File: config.mk
export PLATFORM = sky130hd
export DESIGN_NAME = hdlc_tx_frame_ctrl
export DESIGN_NICKNAME = d
export VERILOG_FILES = /design/src/rtl/hdlc_pkg.sv /design/src/rtl/hdlc_tx_fcs.sv /design/src/rtl/hdlc_tx_frame_ctrl.sv
export SDC_FILE = /design/constraint.sdc
export NUM_CORES = 1
export LEC_CHECK = 0
export ABC_AREA = 1
export CAP_MARGIN = 20
export CORE_MARGIN = 4
export CORE_UTILIZATION = 59
export CTS_CLUSTER_SIZE = 40
export DETAILED_ROUTE_END_ITERATION = 16
export PLACE_DENSITY = 0.77
export SYNTH_ARGS = -nofsm -noshare
export SYNTH_HDL_FRONTEND = slang
export SYNTH_SLANG_ARGS = --single-unit
export TNS_END_PERCENT = 1
File: constraint.sdc
create_clock -name Clk -period 3.05 [get_ports Clk]
set_clock_uncertainty 0.2 [all_clocks]
set_input_delay 0.61 -clock Clk [delete_from_list [all_inputs] [get_ports Clk]]
set_output_delay 0.61 -clock Clk [all_outputs]
set_load 0.03 [all_outputs]
File: src/rtl/hdlc_pkg.sv
// Shared HDLC definitions: transmit FSM states, framing constants and the
// CRC-16/X.25 single-bit update used by the FCS generator.
package hdlc_pkg;

  typedef enum logic [2:0] {
    IDLE       = 3'd0,
    START_FLAG = 3'd1,
    DATA       = 3'd2,
    FCS        = 3'd3,
    END_FLAG   = 3'd4,
    ABORT      = 3'd5
  } tx_state_t;

  localparam logic [7:0]  HDLC_FLAG  = 8'h7E;
  localparam logic [7:0]  HDLC_ABORT = 8'hFE;
  localparam logic [15:0] FCS_POLY   = 16'h8408;
  localparam logic [15:0] FCS_INIT   = 16'hFFFF;

  // Reflected CRC step: one line bit, LSB-first order
  function automatic logic [15:0] fcsStep(input logic [15:0] crc, input logic bitIn);
    logic fb;
    fb = crc[0] ^ bitIn;
    fcsStep = {1'b0, crc[15:1]} ^ (fb ? FCS_POLY : 16'h0000);
  endfunction

endpackage

File: src/rtl/hdlc_tx_fcs.sv
// Bit-serial CRC-16/X.25 generator; Fcs is the complemented register, ready
// to be sent low byte first.
module hdlc_tx_fcs
  import hdlc_pkg::*;
(
  input  logic        Clk,
  input  logic        Rst,
  input  logic        Init,
  input  logic        Enable,
  input  logic        DataBit,
  output logic [15:0] Fcs
);

  logic [15:0] crcR;

  // CRC register: Init has priority over a data bit
  always_ff @(posedge Clk or negedge Rst) begin
    if (!Rst) begin
      crcR <= FCS_INIT;
    end else if (Init) begin
      crcR <= FCS_INIT;
    end else if (Enable) begin
      crcR <= fcsStep(crcR, DataBit);
    end else begin
      crcR <= crcR;
    end
  end

  assign Fcs = ~crcR;

endmodule

File: src/rtl/hdlc_tx_frame_ctrl.sv
// HDLC transmit framer: flag, zero-stuffed payload and FCS, closing flag,
// abort sequence and idle ones. Every line-side output is a register.
module hdlc_tx_frame_ctrl
  import hdlc_pkg::*;
#(
  parameter int MAX_FRAME_BYTES = 126,
  parameter int ADDR_W          = 7
) (
  input  logic              Clk,
  input  logic              Rst,
  input  logic              Tx_Enable,
  input  logic              Tx_AbortFrame,
  input  logic [7:0]        Tx_FrameSize,
  output logic              Tx_RdBuff,
  output logic [ADDR_W-1:0] Tx_RdAddr,
  input  logic [7:0]        Tx_DataOutBuff,
  output logic              Tx,
  output logic              Tx_ValidFrame,
  output logic              Tx_AbortedTrans,
  output logic              Tx_Done,
  output logic              Tx_Busy
);

  localparam logic [7:0] MAX_SIZE = 8'(MAX_FRAME_BYTES);

  tx_state_t         stateR, stateN;
  logic [2:0]        bitCntR, bitCntN, onesR, onesN;
  logic [7:0]        byteCntR, byteCntN, sizeR, sizeN, shiftR, shiftN, nextByteR;
  logic              txR, txN, validR, validN, abortedR, abortedN, doneR, doneN;
  logic              rdBuffR, rdBuffN, rdPendR;
  logic [ADDR_W-1:0] rdAddrR, rdAddrN;
  logic              fcsInit, fcsEn, fcsBit, nextBit, sizeOk;
  logic [15:0]       fcsOut;

  hdlc_tx_fcs u_fcs (
    .Clk    (Clk),
    .Rst    (Rst),
    .Init   (fcsInit),
    .Enable (fcsEn),
    .DataBit(fcsBit),
    .Fcs    (fcsOut)
  );

  assign sizeOk = (Tx_FrameSize != 8'd0) && (Tx_FrameSize <= MAX_SIZE);

  // Next-state and next-output logic; shiftR rotates so bit [1] is the next line bit
  always_comb begin
    stateN = stateR;   bitCntN = bitCntR; byteCntN = byteCntR; sizeN = sizeR;
    shiftN = shiftR;   onesN = onesR;     txN = txR;           validN = validR;
    abortedN = abortedR; doneN = 1'b0;    rdBuffN = 1'b0;      rdAddrN = rdAddrR;
    fcsInit = 1'b0;    fcsEn = 1'b0;      fcsBit = 1'b0;       nextBit = 1'b0;
    case (stateR)
      IDLE: begin
        txN = 1'b1;
        if (Tx_Enable && sizeOk) begin
          stateN   = START_FLAG;
          sizeN    = Tx_FrameSize;
          abortedN = 1'b0;
          fcsInit  = 1'b1;
          rdBuffN  = 1'b1;
          rdAddrN  = {ADDR_W{1'b0}};
          validN   = 1'b1;
          bitCntN  = 3'd0;
          shiftN   = HDLC_FLAG;
          txN      = HDLC_FLAG[0];
        end else begin
          stateN = IDLE;
        end
      end
      START_FLAG, END_FLAG, ABORT: begin
        if (bitCntR != 3'd7) begin
          bitCntN = bitCntR + 3'd1;
          shiftN  = {shiftR[0], shiftR[7:1]};
          txN     = shiftR[1];
        end else if (stateR == START_FLAG) begin
          stateN   = DATA;
          bitCntN  = 3'd0;
          byteCntN = 8'd0;
          shiftN   = nextByteR;
          txN      = nextByteR[0];
          onesN    = {2'b00, nextByteR[0]};
          fcsEn    = 1'b1;
          fcsBit   = nextByteR[0];
          if (sizeR > 8'd1) begin
            rdBuffN = 1'b1;
            rdAddrN = ADDR_W'(8'd1);
          end else begin
            rdBuffN = 1'b0;
          end
        end else begin
          stateN = IDLE;
          txN    = 1'b1;
          validN = 1'b0;
          doneN  = (stateR == END_FLAG);
        end
      end
      DATA, FCS: begin
        if (onesR == 3'd5) begin
          // Inserted zero: bit stream and bit counter hold
          txN   = 1'b0;
          onesN = 3'd0;
        end else begin
          if (bitCntR != 3'd7) begin
            bitCntN = bitCntR + 3'd1;
            shiftN  = {shiftR[0], shiftR[7:1]};
            nextBit = shiftR[1];
            fcsEn   = (stateR == DATA);
          end else begin
            bitCntN = 3'd0;
            if (stateR == DATA) begin
              if (byteCntR == sizeR - 8'd1) begin
                stateN   = FCS;
                byteCntN = 8'd0;
                shiftN   = fcsOut[7:0];
              end else begin
                byteCntN = byteCntR + 8'd1;
                shiftN   = nextByteR;
                fcsEn    = 1'b1;
                if (byteCntR + 8'd2 < sizeR) begin
                  rdBuffN = 1'b1;
                  rdAddrN = ADDR_W'(byteCntR + 8'd2);
                end else begin
                  rdBuffN = 1'b0;
                end
              end
            end else if (byteCntR == 8'd0) begin
              byteCntN = 8'd1;
              shiftN   = fcsOut[15:8];
            end else begin
              stateN = END_FLAG;
              shiftN = HDLC_FLAG;
            end
            nextBit = shiftN[0];
          end
          txN    = nextBit;
          fcsBit = nextBit;
          onesN  = nextBit ? (onesR + 3'd1) : 3'd0;
        end
      end
      default: begin
        stateN = IDLE;
        txN    = 1'b1;
        validN = 1'b0;
      end
    endcase
    if (Tx_AbortFrame && (stateR inside {START_FLAG, DATA, FCS, END_FLAG})) begin
      stateN   = ABORT;
      bitCntN  = 3'd0;
      shiftN   = HDLC_ABORT;
      txN      = HDLC_ABORT[0];
      validN   = 1'b0;
      abortedN = 1'b1;
      rdBuffN  = 1'b0;
      doneN    = 1'b0;
      fcsEn    = 1'b0;
    end else begin
      abortedN = abortedN;
    end
  end

  // State and registered outputs
  always_ff @(posedge Clk or negedge Rst) begin
    if (!Rst) begin
      stateR <= IDLE;     bitCntR <= 3'd0;  byteCntR <= 8'd0; sizeR <= 8'd0;
      shiftR <= 8'hFF;    onesR <= 3'd0;    txR <= 1'b1;      validR <= 1'b0;
      abortedR <= 1'b0;   doneR <= 1'b0;    rdBuffR <= 1'b0;  rdAddrR <= {ADDR_W{1'b0}};
    end else begin
      stateR <= stateN;   bitCntR <= bitCntN; byteCntR <= byteCntN; sizeR <= sizeN;
      shiftR <= shiftN;   onesR <= onesN;     txR <= txN;           validR <= validN;
      abortedR <= abortedN; doneR <= doneN;   rdBuffR <= rdBuffN;   rdAddrR <= rdAddrN;
    end
  end

  // Capture buffer data the cycle after each read strobe
  always_ff @(posedge Clk or negedge Rst) begin
    if (!Rst) begin
      rdPendR   <= 1'b0;
      nextByteR <= 8'h00;
    end else begin
      rdPendR   <= rdBuffR;
      nextByteR <= rdPendR ? Tx_DataOutBuff : nextByteR;
    end
  end

  assign Tx              = txR;
  assign Tx_ValidFrame   = validR;
  assign Tx_AbortedTrans = abortedR;
  assign Tx_Done         = doneR;
  assign Tx_RdBuff       = rdBuffR;
  assign Tx_RdAddr       = rdAddrR;
  assign Tx_Busy         = (stateR != IDLE);

endmodule
==> results.cfg <==
[run_status]
status = complete, no violations

[global_route]
grt_antenna_before_repair = 0
grt_pass1_vias = 3446
grt-ovfl-total = 0
track_usage_pct = 25.4
grt_first_pass_wirelength_mm = 16.9
grt_max_degree = 71

[pwr]
ir_drop_uv = 652
p_per_area_mw_per_mm2 = 1030
p_leak_nw = 2.30

[setup_path]
r2r-start = byteCntR[1]$_DFFE_PN0P_
startpoint_type = flip-flop
r2r_slack_ns = 0.24
critPathMaxFanout = 11
cp.arrival_ns = 2.87
worstSetupPathType = reg2reg
critPathCaptureType = flip-flop
reg2reg_depth = 12
r2r-end = Tx_RdAddr[1]$_DFFE_PN0P_
critical_path_required_ns = 3.11

[logic_synthesis]
synth_nets = 558
synthArstFlopShare_pct = 100
ys_seq_area_share_pct = 42.7
synth_ff_type = dfrtp_1
syn_area_per_cell_um2 = 8.01
synth_area_mm2 = 0.00417
synth_edf_count = 0
syn_inst = 521
synth_cell_type_count = 45
synth_top_area_share_pct = 27.0
yosys_warnings = 0
synth_area_leaders = dfrtp_1 (27%), dfstp_2 (16%), nand2_1 (8.5%)
synth-seq-cells = 70
yosys.area.top_type = dfrtp_1

[floorplanning]
io_pins = 33
rows = 30
die_area_mm2 = 0.00848
start_util_pct = 61.1
die_w_um = 92.1
die_y_um = 92.1
core_area_mm2 = 0.00683

[clocking]
clk_path_buf_depth = 2
cts.sinks = 70
cts.clk_slew.worst_paths_ns = 0.09
cts_max_level = 3
clock-root-buffer = clkbuf_8
cts_inserted_buffers = 9
tritoncts = yes
ctsHoldBuffers = 0
insertion_delay_ns = 0.36

[placed_design]
portBuffers = 32
dp_cells = 647
globalplace.congestion = 0.968
hpwl_mm = 7.47
placed_cell_area_mm2 = 0.00464

[timing]
tightest_slew_ns = 0.483
slew_violations = 0
clock.fmax_ghz = 0.356
finalHoldViolCount = 0
fin_crit_ns = 2.81
slew_headroom_pct = 67.8
min_period_over_period_pct = 92.1
finalSetupViolations = 0
finalSetupTns_ns = 0

[cells_and_area]
antenna_cells = 0
multiInputGateArea_mm2 = 0.00203
final-seq-area_mm2 = 0.00179
area_growth_pct = 17.1
drive_gt1_share_pct = 16.2
num-fill-cells = 557
stdcell_area_mm2 = 0.00489
stdcell_count = 664
utilization_pct = 71.5
fin_nets = 600

[detailed_routing]
routedWlPerCell_um = 15.1
dr_wl_met3_um = 698
routed_wl_mm = 10.0
wl_met2_mm = 4.43
antenna_left = 0
viasPerCell = 5.69
highest_layer = met4
firstDrtPassIters = 5
drc = 0
vias = 3777
wl_met1_mm = 4.77
drt_iter0_markers = 433

[worst_hold_path]
hold_class = in2async

[job]
maxCapViolations = 0
## where the power goes
part / switching [W] / total (W) / internal (W)
sequential: 0.000291 / 0.00165 / 0.00136
clock: 0.000366 / 0.000851 / 0.000485
combinational: 0.00164 / 0.00255 / 0.000912
total: 0.00229 / 0.00505 / 0.00276
## Yosys cell counts, drive strengths merged (2+ instances only)
library cell / count
xnor2: 3
o21ai: 48
buf: 5
o2111ai: 3
a21oi: 18
dfstp: 25
a211oi: 2
clkinv: 3
a31o: 2
nand3: 32
o22ai: 7
inv: 81
nor2: 59
clkbuf: 7
o31ai: 4
nor4: 3
nand2: 96
nand4: 7
a2bb2oi: 3
dfrtp: 45
a22oi: 16
xor2: 9
nor3: 12
ha: 17
o211ai: 6
a31oi: 3
## routing by layer
layer	GRT usage [%]	vias up
met1	38.7	1767
met5	0	-
met2	36.6	174
met4	8.79	0
li1	-	1823
met3	3.69	13
## layout make-up
cell class                      instances  share of cell area [%]
Clock inverter                          5                    1.69
Sequential cell                        70                    36.6
Multi-Input combinational cell        355                    41.6
Timing Repair Buffer                   43                    8.40
Tap cell                               96                    2.46
Clock buffer                           11                    2.89
Inverter                               84                    6.45
## registers in the layout (all words and copies together) (netlist names), 7 cells and up
signal / flops
Tx_RdAddr: 7
byteCntR: 8
nextByteR: 8
shiftR: 8
sizeR: 8
u_fcs.crcR: 16
## cells in the final DEF, fill, tap and decap left out, drive strengths merged, types with 3 or more instances in the layout
cell type and n:
clkbuf 11, a21oi 18, nor4 3, nand2 96, dfstp 25, nor3 12, o211ai 6, o22ai 7
nor2 59, a31oi 3, dfrtp 45, nand3 32, clkinv 6, buf 12, o2111ai 3, nand4 7
a22oi 16, a2bb2oi 3, ha 17, clkdlybuf4s50 31, o21ai 48, inv 81, o31ai 4, xor2 9
xnor2 3
## metrics by stage
step	setup slack, ns	power (W)	hold slack, ns
final	0.240	0.00505	0.0685
after global routing	-0.0117	0.00546	0.0972
after CTS	0.162	0.00500	0.0827
after detailed placement	0.240	0.00413	0.194
after global placement	0.246	0.00407	0.189
after floorplan	0.512	0.00344	0.114
## worst max-delay path, stage by stage (launching register included)
cell and delay [ns]:
dfrtp_2 0.44, ha_1 0.27, nand4_1 0.15, nor2_1 0.14, xor2_1 0.21, ha_1 0.28
nand2_1 0.10, inv_1 0.04, nand4_1 0.08, o2111ai_1 0.19, a21boi_2 0.27, inv_2 0.13
o31ai_1 0.22
## cell families (layout without fill, tap and decap cells)
logic type | count (synthesis) | in the layout | synth area share, %
simple gates | 210 | 210 | 23.2
fa+ha+maj | 17 | 17 | 5.10
buf+inv | 96 | 143 | 8.85
flops | 70 | 70 | 42.7
compound gates | 116 | 116 | 17.6
xor+xnor | 12 | 12 | 2.52
## worst max path at each step
stage / from / endpoint / cells after the start
floorplan: byteCntR[1]$_DFFE_PN0P_ / Tx_RdAddr[4]$_DFFE_PN0P_ / 13
global placement: byteCntR[1]$_DFFE_PN0P_ / Tx_RdAddr[1]$_DFFE_PN0P_ / 12
detailed placement: byteCntR[1]$_DFFE_PN0P_ / Tx_RdAddr[1]$_DFFE_PN0P_ / 12
CTS: byteCntR[1]$_DFFE_PN0P_ / Tx_RdAddr[1]$_DFFE_PN0P_ / 12
global route: byteCntR[1]$_DFFE_PN0P_ / Tx_RdAddr[1]$_DFFE_PN0P_ / 12
finish: byteCntR[1]$_DFFE_PN0P_ / Tx_RdAddr[1]$_DFFE_PN0P_ / 12
## repair_timing
| item | in CTS | in global routing |
|---|---|---|
| setup endpoints to repair | 0 | 23 |
| buffers inserted | 0 | 1 |
| resized for setup | 0 | 6 |
(Power assumes the default switching activity.)
